--- config.mk ---
export PLATFORM = sky130hd
export DESIGN_NAME = msg_frame_tx
export DESIGN_NICKNAME = d
export VERILOG_FILES = /design/src/rtl/msg_frame_tx.sv
export SDC_FILE = /design/constraint.sdc
export NUM_CORES = 1
export LEC_CHECK = 0
export BUFFER_PORTS_ARGS = -buffer_cell sky130_fd_sc_hd__buf_2
export CAP_MARGIN = 20
export CORE_ASPECT_RATIO = 0.8
export CORE_UTILIZATION = 55
export CTS_CLUSTER_SIZE = 24
export DETAILED_ROUTE_END_ITERATION = 7
export PLACE_DENSITY_LB_ADDON = 0.15
export SETUP_SLACK_MARGIN = 0.5
export SYNTH_ARGS = -nofsm -noshare
export SYNTH_HDL_FRONTEND = slang
export SYNTH_SLANG_ARGS = --single-unit
export TNS_END_PERCENT = 1
--- constraint.sdc ---
create_clock -name clk -period 2.3 [get_ports clk]
set_input_delay 0.46 -clock clk [delete_from_list [all_inputs] [get_ports clk]]
set_output_delay 0.46 -clock clk [all_outputs]
set_load 0.01 [all_outputs]
--- src/rtl/msg_frame_tx.sv ---
// msg_frame_tx: serialises a message into a SOF, LEN, payload, CHK byte frame
// over a valid/ready byte stream, and drops messages whose length is illegal.
module msg_frame_tx #(
    parameter int         NBYTES = 4,
    parameter logic [7:0] SOF    = 8'hA5
) (
    input  logic                  clk,
    input  logic                  rst,
    input  logic                  in_valid,
    output logic                  in_ready,
    input  logic [8*NBYTES-1:0]   in_data,
    input  logic [3:0]            in_nbytes,
    output logic                  tx_valid,
    input  logic                  tx_ready,
    output logic [7:0]            tx_data,
    output logic                  tx_last,
    output logic                  busy,
    output logic                  err_len
);
    typedef enum logic [2:0] {S_IDLE, S_SOF, S_LEN, S_DATA, S_CHK} state_t;

    state_t               state_q, state_d;
    logic [8*NBYTES-1:0]  data_q, data_d, byte_sh;
    logic [3:0]           len_q, len_d;
    logic [2:0]           idx_q, idx_d;
    logic [7:0]           chk_q, chk_d;
    logic                 err_q, err_d;
    logic                 accept, legal, xfer, last_byte;

    always_ff @(posedge clk or posedge rst) begin
        if (rst) begin
            state_q <= S_IDLE;
            data_q  <= '0;
            len_q   <= '0;
            idx_q   <= '0;
            chk_q   <= '0;
            err_q   <= 1'b0;
        end else begin
            state_q <= state_d;
            data_q  <= data_d;
            len_q   <= len_d;
            idx_q   <= idx_d;
            chk_q   <= chk_d;
            err_q   <= err_d;
        end
    end

    always_comb begin
        accept    = in_valid && in_ready;
        legal     = (in_nbytes != 4'd0) && (in_nbytes <= 4'(NBYTES));
        xfer      = tx_valid && tx_ready;
        last_byte = {1'b0, idx_q} == len_q - 4'd1;
        state_d   = state_q;
        data_d    = data_q;
        len_d     = len_q;
        idx_d     = idx_q;
        chk_d     = chk_q;
        err_d     = accept && !legal;
        case (state_q)
            S_IDLE: if (accept && legal) begin
                state_d = S_SOF;
                data_d  = in_data;
                len_d   = in_nbytes;
                idx_d   = '0;
                chk_d   = '0;
            end
            S_SOF:  if (xfer) state_d = S_LEN;
            S_LEN:  if (xfer) begin
                state_d = S_DATA;
                chk_d   = chk_q ^ tx_data;
            end
            // Index stops at the final byte so it never passes NBYTES-1.
            S_DATA: if (xfer) begin
                chk_d   = chk_q ^ tx_data;
                state_d = last_byte ? S_CHK : S_DATA;
                idx_d   = last_byte ? idx_q : idx_q + 3'd1;
            end
            S_CHK:  if (xfer) state_d = S_IDLE;
            default: state_d = S_IDLE;
        endcase
    end

    always_comb begin
        byte_sh  = data_q >> {idx_q, 3'b000};
        in_ready = (state_q == S_IDLE) && !rst;
        tx_valid = state_q != S_IDLE;
        busy     = state_q != S_IDLE;
        tx_last  = state_q == S_CHK;
        err_len  = err_q;
        tx_data  = (state_q == S_SOF)  ? SOF :
                   (state_q == S_LEN)  ? {4'd0, len_q} :
                   (state_q == S_DATA) ? byte_sh[7:0] :
                   (state_q == S_CHK)  ? chk_q : 8'h00;
    end
endmodule
; ---- Yosys cells after proc, flatten, opt, wreduce, memory -nomap -nowiden
; Index checks and enable logic that the tools add are counted.
[word_totals]
input_bits = 40
ff_bits = 51
output_inout_bits = 13
[classes]
muxes = 18
n_lt_le_gt_ge = 1
n_bitwise = 1
add_sub_neg = 2
n_reduce_logical = 18
n_eq_ne = 12
shift = 1
[ops]
columns = op, count
row1 = 8-bit 2-to-1 mux, 6
row2 = 32-bit by 6-bit >> shifter with 8-bit output, 1
row3 = 3-bit 2-to-1 mux, 9
row4 = 8-bit one-hot mux with 2 select lines, 1
row5 = 3-bit one-hot mux with 5 select lines, 1
row6 = "2-bit != test, second input constant", 5
row7 = 8-bit bitwise XOR, 1
row8 = "3-bit by 2-bit equality test with 1-bit output, second input constant", 2
row9 = 1-bit logical AND, 6
row10 = 3-bit one-hot mux with 2 select lines, 1
row11 = 5-bit AND reduction, 1
row12 = 3-bit by 4-bit equality test with 1-bit output, 1
row13 = "4-bit by 3-bit less-or-equal comparator with 1-bit output, second input constant", 1
row14 = "2-bit by 1-bit != test with 1-bit output, second input constant", 2
row15 = 4-bit AND reduction, 1
row16 = 2-bit nonzero test, 2
row17 = 4-bit nonzero test, 1
row18 = "4-bit by 1-bit subtractor with 4-bit output, second input constant", 1
row19 = "3-bit by 1-bit adder with 3-bit output, second input constant", 1
row20 = "3-bit by 1-bit equality test with 1-bit output, second input constant", 1
row21 = "3-bit equality test, second input constant", 1
row22 = 3-bit zero test, 1
row23 = 3-bit AND reduction, 1
row24 = 3-bit nonzero test, 1
row25 = other kinds (3), 4

; ---- Longest topological paths before layout
; Gate-level depths: netlist of the first run.
[logic_depth]
depth_word = 8
mapped_depth = 6
depth_no_buf = 6

; ---- Worst setup path after synthesis of the first run
; Ideal clock, no wire load.
[synth_path]
kind = register to output
from = reg idx_q[0]
to = out tx_data[7]
arrival_time_ns = 1.366
stages_incl_launch_ff = 6
setup_slack_ns = 0.474
path_buffers = 1
path_cell_list = dfrtp_1 buf_6 mux4_2 nand2b_1 a21oi_1 a21o_1
[synth_between]
elab_chain_cells = 4
[synth_rtl]
columns = element, line_no
row1 = from (decl), 25  ; logic [2:0] idx_q, idx_d;
row2 = from (signal assigned), 42  ; idx_q <= idx_d;
row3 = 32-bit by 6-bit >> shifter with 8-bit output, 84  ; byte_sh = data_q >> {idx_q, 3'b000};
row4 = 8-bit 2-to-1 mux, 92  ; (state_q == S_DATA) ? byte_sh[7:0] :
row5 = 8-bit 2-to-1 mux, 91  ; (state_q == S_LEN) ? {4'd0, len_q} :
row6 = 8-bit 2-to-1 mux, 90  ; tx_data = (state_q == S_SOF) ? SOF :
row7 = to (decl), 15  ; output logic [7:0] tx_data,
; Every way passes these cells.

; ---- Worst setup path after layout of the first run
[layout_path]
from = reg idx_q[0]
to = out tx_data[6]
; Same word-level chain as after synthesis.

==> implementation parameters, run 1 <==
Parameter                              Value

Yosys
  Main combinational cell family by area after synthesis    multiplexers
  Share of synthesized area occupied by flip-flops and latches    0.480
  Avg Inst Size Synth    12.6 um2
  Share of synthesized area spent on multiplexers    0.235
  Synthesis-stage register bit count    51
  Number of distinct library cells after synthesis    42
  Synthesized-area fraction occupied by and/or/nand/nor cells    0.123
  Synthesized cell area    2660 um2
  Synthesized-area fraction occupied by ao, oa, aoi and oai cells    0.0966
  Flip-flop cell with the highest count after synthesis    sky130_fd_sc_hd__dfrtp_1
  Number of enable flip-flop cells after synthesis    0
  Post-Synthesis Cells    211
  Number of warning messages in the yosys log    0
  Adder-cell share of the synthesized area    0.00942
  Synth Area in XOR/XNOR    0.0132
  FFs w/ async S/R, synth    1.00
  Syn Nets    253

Placement
  Total placed instance area    2970 um2
  HPWL after DPL    3.70 mm
  Count of buffers inserted at the top-level ports    52
  Placed instance count    318
  Gpl congestion    0.804

Floorplanning
  Initial Util    0.574
  Core region area    4620 um2
  Full die area    5110 um2
  DIE WIDTH    79.7 um
  Site row count    22
  I/O pin count    53
  Die Y    64.2 um

Clock network
  Clock Path Buffers    2
  Number of clock buffers inserted by TritonCTS    5
  Clock input transition at the sequential cells of the worst setup and hold paths    0.10 ns
  Clock tree from TritonCTS    done
  Number of sinks on the clock net    51
  Root buf cell    sky130_fd_sc_hd__clkbuf_8
  Worst-Skew Late Latency    0.31 ns
  Number of H-tree levels    2
  CTS hold repair buffers    0

Drt
  Remaining antenna violation count after routing    0
  Iter 0 DRT Violations    101
  Average vias per placed instance    5.77
  Routed wire length    5.38 mm
  Number of iterations in the first detailed-routing pass    4
  Routed via count    1886
  Average wire per standard cell    16.5 um
  Number of DRC violations after detailed routing    0

Global route
  Fraction of met2 tracks used by global routing    0.330
  Top Usage Layer GRT    met2
  Maximum number of pins on one net before global-route repair    52
  Met1 demand-to-capacity share in global routing    0.325
  Global-route wire length before repair    8.47 mm
  Antenna violations before repair    0
  Routing usage on met3    0.0443
  Via count of the first global-routing pass    1789
  GRT Resource Usage Total    0.219
  Overall overflow remaining after global route    0

Worst setup path
  Cells along the critical path    buf_8 > mux4_2 > a22o_1 > buf_2
  Critical path data required time    1.84 ns
  Arrival time at the worst endpoint    1.81 ns
  Largest fanout on the critical path    7
  Delay of the slowest cell on the worst path    0.55 ns
  CP endpoint kind    output pin
  Slowest cell on crit path    sky130_fd_sc_hd__mux4_2
  Type of the worst setup path    flip-flop to output pin
  Startpoint class of the critical path    flip-flop
  Top Family by Delay on Critical Path    multiplexers
  Sum of buffers and inverters on the critical path    2

Status
  Result of the run    complete, no violations

Run
  Maximum capacitance violations    0

STA
  Final hold violation count    0
  Total negative slack for setup checks    0 ns
  Setup skew after layout    0.00856 ns
  Count of final setup violators    0
  Final number of max-transition violations    0
  Max transition margin    0.591
  Min cycle time layout    2.27 ns
  RSZ-0062 raised after global routing    true
  Worst-margin pin slew    0.613 ns
  Fmax    440 MHz
  Final critical-path share of the clock period    0.989

Cells and area
  Layout cells sized above 1    0.547
  ANT cells    0
  Net count of the finished layout    308
  Fin area    3370 um2
  Signed area change from the synthesized netlist to the final layout    26.9%
  Non-filler instance count after layout    327

Power and ir drop
  Power density over cell area    1230 nW/um2
  IR Drop Worst-Case VDD    0.731 mV
  Static leakage    1.58 nW

Hold path
  Path type of the worst min-delay path    input pin to async pin
[sequential cells by signal (all words and copies together), names as in the netlist]
signal	count
state_q	3
err_len	1
chk_q	8
len_q	4
data_q	32
idx_q	3
[worst register-to-register path, cell delays in order (launching register included)]
cell	delay [ns]
sky130_fd_sc_hd__dfrtp_2	0.51
sky130_fd_sc_hd__nor4_4	0.37
sky130_fd_sc_hd__o2111a_2	0.31
sky130_fd_sc_hd__buf_16	0.29
sky130_fd_sc_hd__mux2_4	0.38
[cells in the mapped netlist, drive strengths merged, types with 2 or more instances]
cell type,count,area (um2)
buf,11,83.8
mux2,34,383
or3,3,18.8
a21o,2,15.0
o21ai,4,20.0
nand2,13,48.8
mux4,8,180
nor3b,4,35.0
xnor2,3,26.3
dfrtp,51,1280
a22oi,2,15.0
nor2,5,18.8
a21oi,10,53.8
nor2b,6,37.5
nand2b,11,68.8
inv,7,26.3
a31oi,3,18.8
a22o,6,52.6
a211oi,3,35.0
mux2i,6,60.1
ha,2,25.0
nor4bb,2,20.0
[power breakdown]
part,switching (mW),internal (mW),leakage (nW)
clock network,0.304,0.218,0.0485
logic,0.792,1.15,0.889
registers,0.412,1.26,0.645
total,1.51,2.63,1.58
[kinds of logic after synthesis]
logic type                 count (synthesis)
AOI/OAI and AO/OA                         35
xor gates and xnor gates                   4
and+or+nand+nor                           52
muxes                                     48
adders and majority gates                  2
DFF                                       51
buffers and inverters                     19
[metal layers]
metal | part of all wire | routed length (um)
met1 | 0.49 | 2630
met4 | 0.0097 | 52
met3 | 0.034 | 183
met5 | 0 | 0
met2 | 0.47 | 2510
[cell type report]
| cell class | instances | area (um2) |
|---|---|---|
| Inverter | 7 | 26.3 |
| Clock buffer | 5 | 68.8 |
| Timing Repair Buffer | 60 | 354 |
| Sequential cell | 51 | 1280 |
| Multi-Input combinational cell | 141 | 1540 |
| Fill cell | 321 | 1250 |
| Clock inverter | 3 | 22.5 |
| Tap cell | 60 | 75.1 |
[metrics by stage]
stage	hold WS (ns)	worst slack [ns]	total power, mW	util
floorplan	0.447	0.479	2.76	-
global placement	0.466	0.289	3.10	0.642
detailed placement	0.472	0.250	3.16	0.642
CTS	0.264	0.0112	3.72	0.666
global route	0.285	-0.0327	4.41	0.729
finish	0.250	0.0250	4.14	0.729
[final timing paths]
path / start / to / slack [ns] / cells after the start
max: idx_q[0]$_DFFE_PP0P_ / tx_data[6] / 0.03 / 4
min in group clk: in_data[8] / data_q[8]$_DFFE_PP0P_ / 0.37 / 2
min: rst / data_q[14]$_DFFE_PP0P_ / 0.25 / 2
max in group asynchronous: rst / data_q[19]$_DFFE_PP0P_ / 1.41 / 3
max reg2reg: state_q[2]$_DFFE_PP0P_ / data_q[18]$_DFFE_PP0P_ / 0.34 / 4
min reg2reg: chk_q[4]$_DFFE_PP0P_ / chk_q[4]$_DFFE_PP0P_ / 0.51 / 1
[cells in the final DEF (no fill, tap or decap), drive strengths merged, types with 3 or more instances in the layout]
master and n:
a22o 6, nor3b 4, a21oi 10, xnor2 3, nand2 13, or3 3, dfrtp 51, buf 60
mux2i 6, nand2b 11, a31oi 3, mux2 34, nor2b 6, clkbuf 5, mux4 8, a211oi 3
o21ai 4, inv 8, nor2 5
[timing repair]
action,4_1_cts,5_1_grt
setup endpoints to repair,54,56
pin swaps,1,10
gates resized for setup,5,62
setup buffers,1,0
Power figures use the tool's default switching activity.
==> inputs of run 2 (changes only) <==
--- a/config.mk
+++ b/config.mk
@@ -8,7 +8,7 @@
 export BUFFER_PORTS_ARGS = -buffer_cell sky130_fd_sc_hd__buf_2
 export CAP_MARGIN = 20
 export CORE_ASPECT_RATIO = 0.8
-export CORE_UTILIZATION = 55
+export CORE_UTILIZATION = 30
 export CTS_CLUSTER_SIZE = 24
 export DETAILED_ROUTE_END_ITERATION = 7
 export PLACE_DENSITY_LB_ADDON = 0.15
==> run 2 against run 1 <==
Combinational power increased by 2%. Clock skew decreased by 0.0048 ns. Global-route usage decreased by 8.5 points. Die area is 81% higher. Maximum frequency increased by 0.41%. Worst hold slack worse by 0.0012 ns. Core utilization down 32 points. Clock power is essentially flat. Critical path depth unchanged.
==> implementation parameters, run 2 (synthesis gave the netlist of run 1 again) <==
Parameter                              Value

Global route
  Antenna violations before repair    0
  GRT Resource Usage Total    0.134
  Via count of the first global-routing pass    1839
  Global-route wire length before repair    9.38 mm
  Overall overflow remaining after global route    0
  Maximum number of pins on one net before global-route repair    28

Placement
  Gpl congestion    0.691
  HPWL after DPL    4.23 mm
  Total placed instance area    3070 um2
  Count of buffers inserted at the top-level ports    52
  Placed instance count    372
  Worst slack at placement    0.274 ns

STA
  Worst Slack Setup Final    0.0343 ns
  Final number of max-transition violations    0
  Final hold violation count    0
  Worst-margin pin slew    0.587 ns
  Count of final setup violators    0
  RSZ-0062 raised after global routing    true
  Setup skew after layout    0.00374 ns
  Final critical-path share of the clock period    0.985
  Fmax    441 MHz
  Max transition margin    0.608
  Worst slack on hold paths    0.248 ns
  Total negative slack for setup checks    0 ns
  Min cycle time layout    2.27 ns

Power and ir drop
  IR Drop Worst-Case VDD    0.428 mV
  Static leakage    1.59 nW
  Overall power    4.16 mW
  Power density over cell area    1210 nW/um2

Cells and area
  Largest registers ranked by flip-flop count    data_q: 32 flops, chk_q: 8 flops, len_q: 4 flops
  Non-filler instance count after layout    382
  Net count of the finished layout    312
  Most common library cell in the layout ignoring fill and taps    sky130_fd_sc_hd__buf_2
  Signed area change from the synthesized netlist to the final layout    29.8%
  ANT cells    0
  Final core utilization    0.405
  Max reg flops    32
  Biggest register    data_q
  Final-layout fill cell count    812
  Fin area    3450 um2
  Commonest cells after routing, fill and taps aside    sky130_fd_sc_hd__buf_2, sky130_fd_sc_hd__dfrtp_1, sky130_fd_sc_hd__mux2_4, sky130_fd_sc_hd__nand2_1
  Layout cells sized above 1    0.537
  Register Area    1280 um2
  Area used by multi-input combinational logic    1520 um2

Floorplanning
  Full die area    9240 um2
  Core region area    8520 um2
  Die Y    86.2 um
  I/O pin count    53
  Initial Util    0.312
  Site row count    30
  DIE WIDTH    107 um

Clock network
  Worst-Skew Late Latency    0.30 ns
  Root buf cell    sky130_fd_sc_hd__clkbuf_8
  Clock tree from TritonCTS    done
  Clock Path Buffers    2
  Number of sinks on the clock net    51
  Number of H-tree levels    2
  Number of clock buffers inserted by TritonCTS    5
  Clock input transition at the sequential cells of the worst setup and hold paths    0.09 ns

Drt
  Routed via count    1848
  Average vias per placed instance    4.84
  Remaining antenna violation count after routing    0
  Number of iterations in the first detailed-routing pass    4
  Routed wire length    6.03 mm
  Average wire per standard cell    15.8 um
  Number of DRC violations after detailed routing    0
  Iter 0 DRT Violations    75

Hold path
  Path type of the worst min-delay path    input pin to async pin

Worst setup path
  Arrival time at the worst endpoint    1.81 ns
  Largest fanout on the critical path    5
  Critical path data required time    1.84 ns
  Startpoint class of the critical path    flip-flop
  Type of the worst setup path    flip-flop to output pin
  CP endpoint kind    output pin

Status
  Result of the run    complete, no violations

Run
  Maximum capacitance violations    0
[run 2: routing by layer]
| metal | GRT usage | part of all wire |
|---|---|---|
| met2 | 0.205 | 0.43 |
| met3 | 0.0296 | 0.032 |
| met5 | 0 | 0 |
| met4 | 0.0299 | 0.0091 |
| met1 | 0.194 | 0.52 |
[run 2: layout make-up]
| cell class | count | share of cell area |
|---|---|---|
| Inverter | 7 | 0.00762 |
| Timing Repair Buffer | 64 | 0.114 |
| Sequential cell | 51 | 0.372 |
| Clock buffer | 6 | 0.0240 |
| Clock inverter | 1 | 0.00145 |
| Tap cell | 112 | 0.0407 |
| Multi-Input combinational cell | 141 | 0.441 |
[run 2: final timing paths]
kind	end	startpoint	cells past startpoint	slack, ns
min in group clk	err_len$_DFF_PP0_	in_valid	3	0.38
hold reg to reg	chk_q[6]$_DFFE_PP0P_	chk_q[6]$_DFFE_PP0P_	1	0.49
setup reg to reg	data_q[25]$_DFFE_PP0P_	state_q[1]$_DFFE_PP0P_	4	0.35
max in group asynchronous	idx_q[1]$_DFFE_PP0P_	rst	3	1.49
hold / removal	err_len$_DFF_PP0_	rst	2	0.25
setup / recovery	tx_data[3]	idx_q[0]$_DFFE_PP0P_	4	0.03
[run 2: what timing repair did]
item	in CTS	in global routing
resized for setup	3	55
endpoints found under the setup margin	55	54
setup buffers	2	1
pin swaps	0	7
hold buffers	0	0
[run 2: power breakdown]
part | total [mW] | switching (mW) | internal [mW]
Sequential | 1.65 | 0.396 | 1.26
Combinational | 1.98 | 0.811 | 1.17
Clock | 0.526 | 0.289 | 0.237
[run 2: worst max-delay path, stage by stage (launching register included)]
cell	delay, ns
sky130_fd_sc_hd__dfrtp_1	0.40
sky130_fd_sc_hd__buf_4	0.19
sky130_fd_sc_hd__mux4_2	0.52
sky130_fd_sc_hd__a22o_1	0.26
sky130_fd_sc_hd__buf_2	0.14
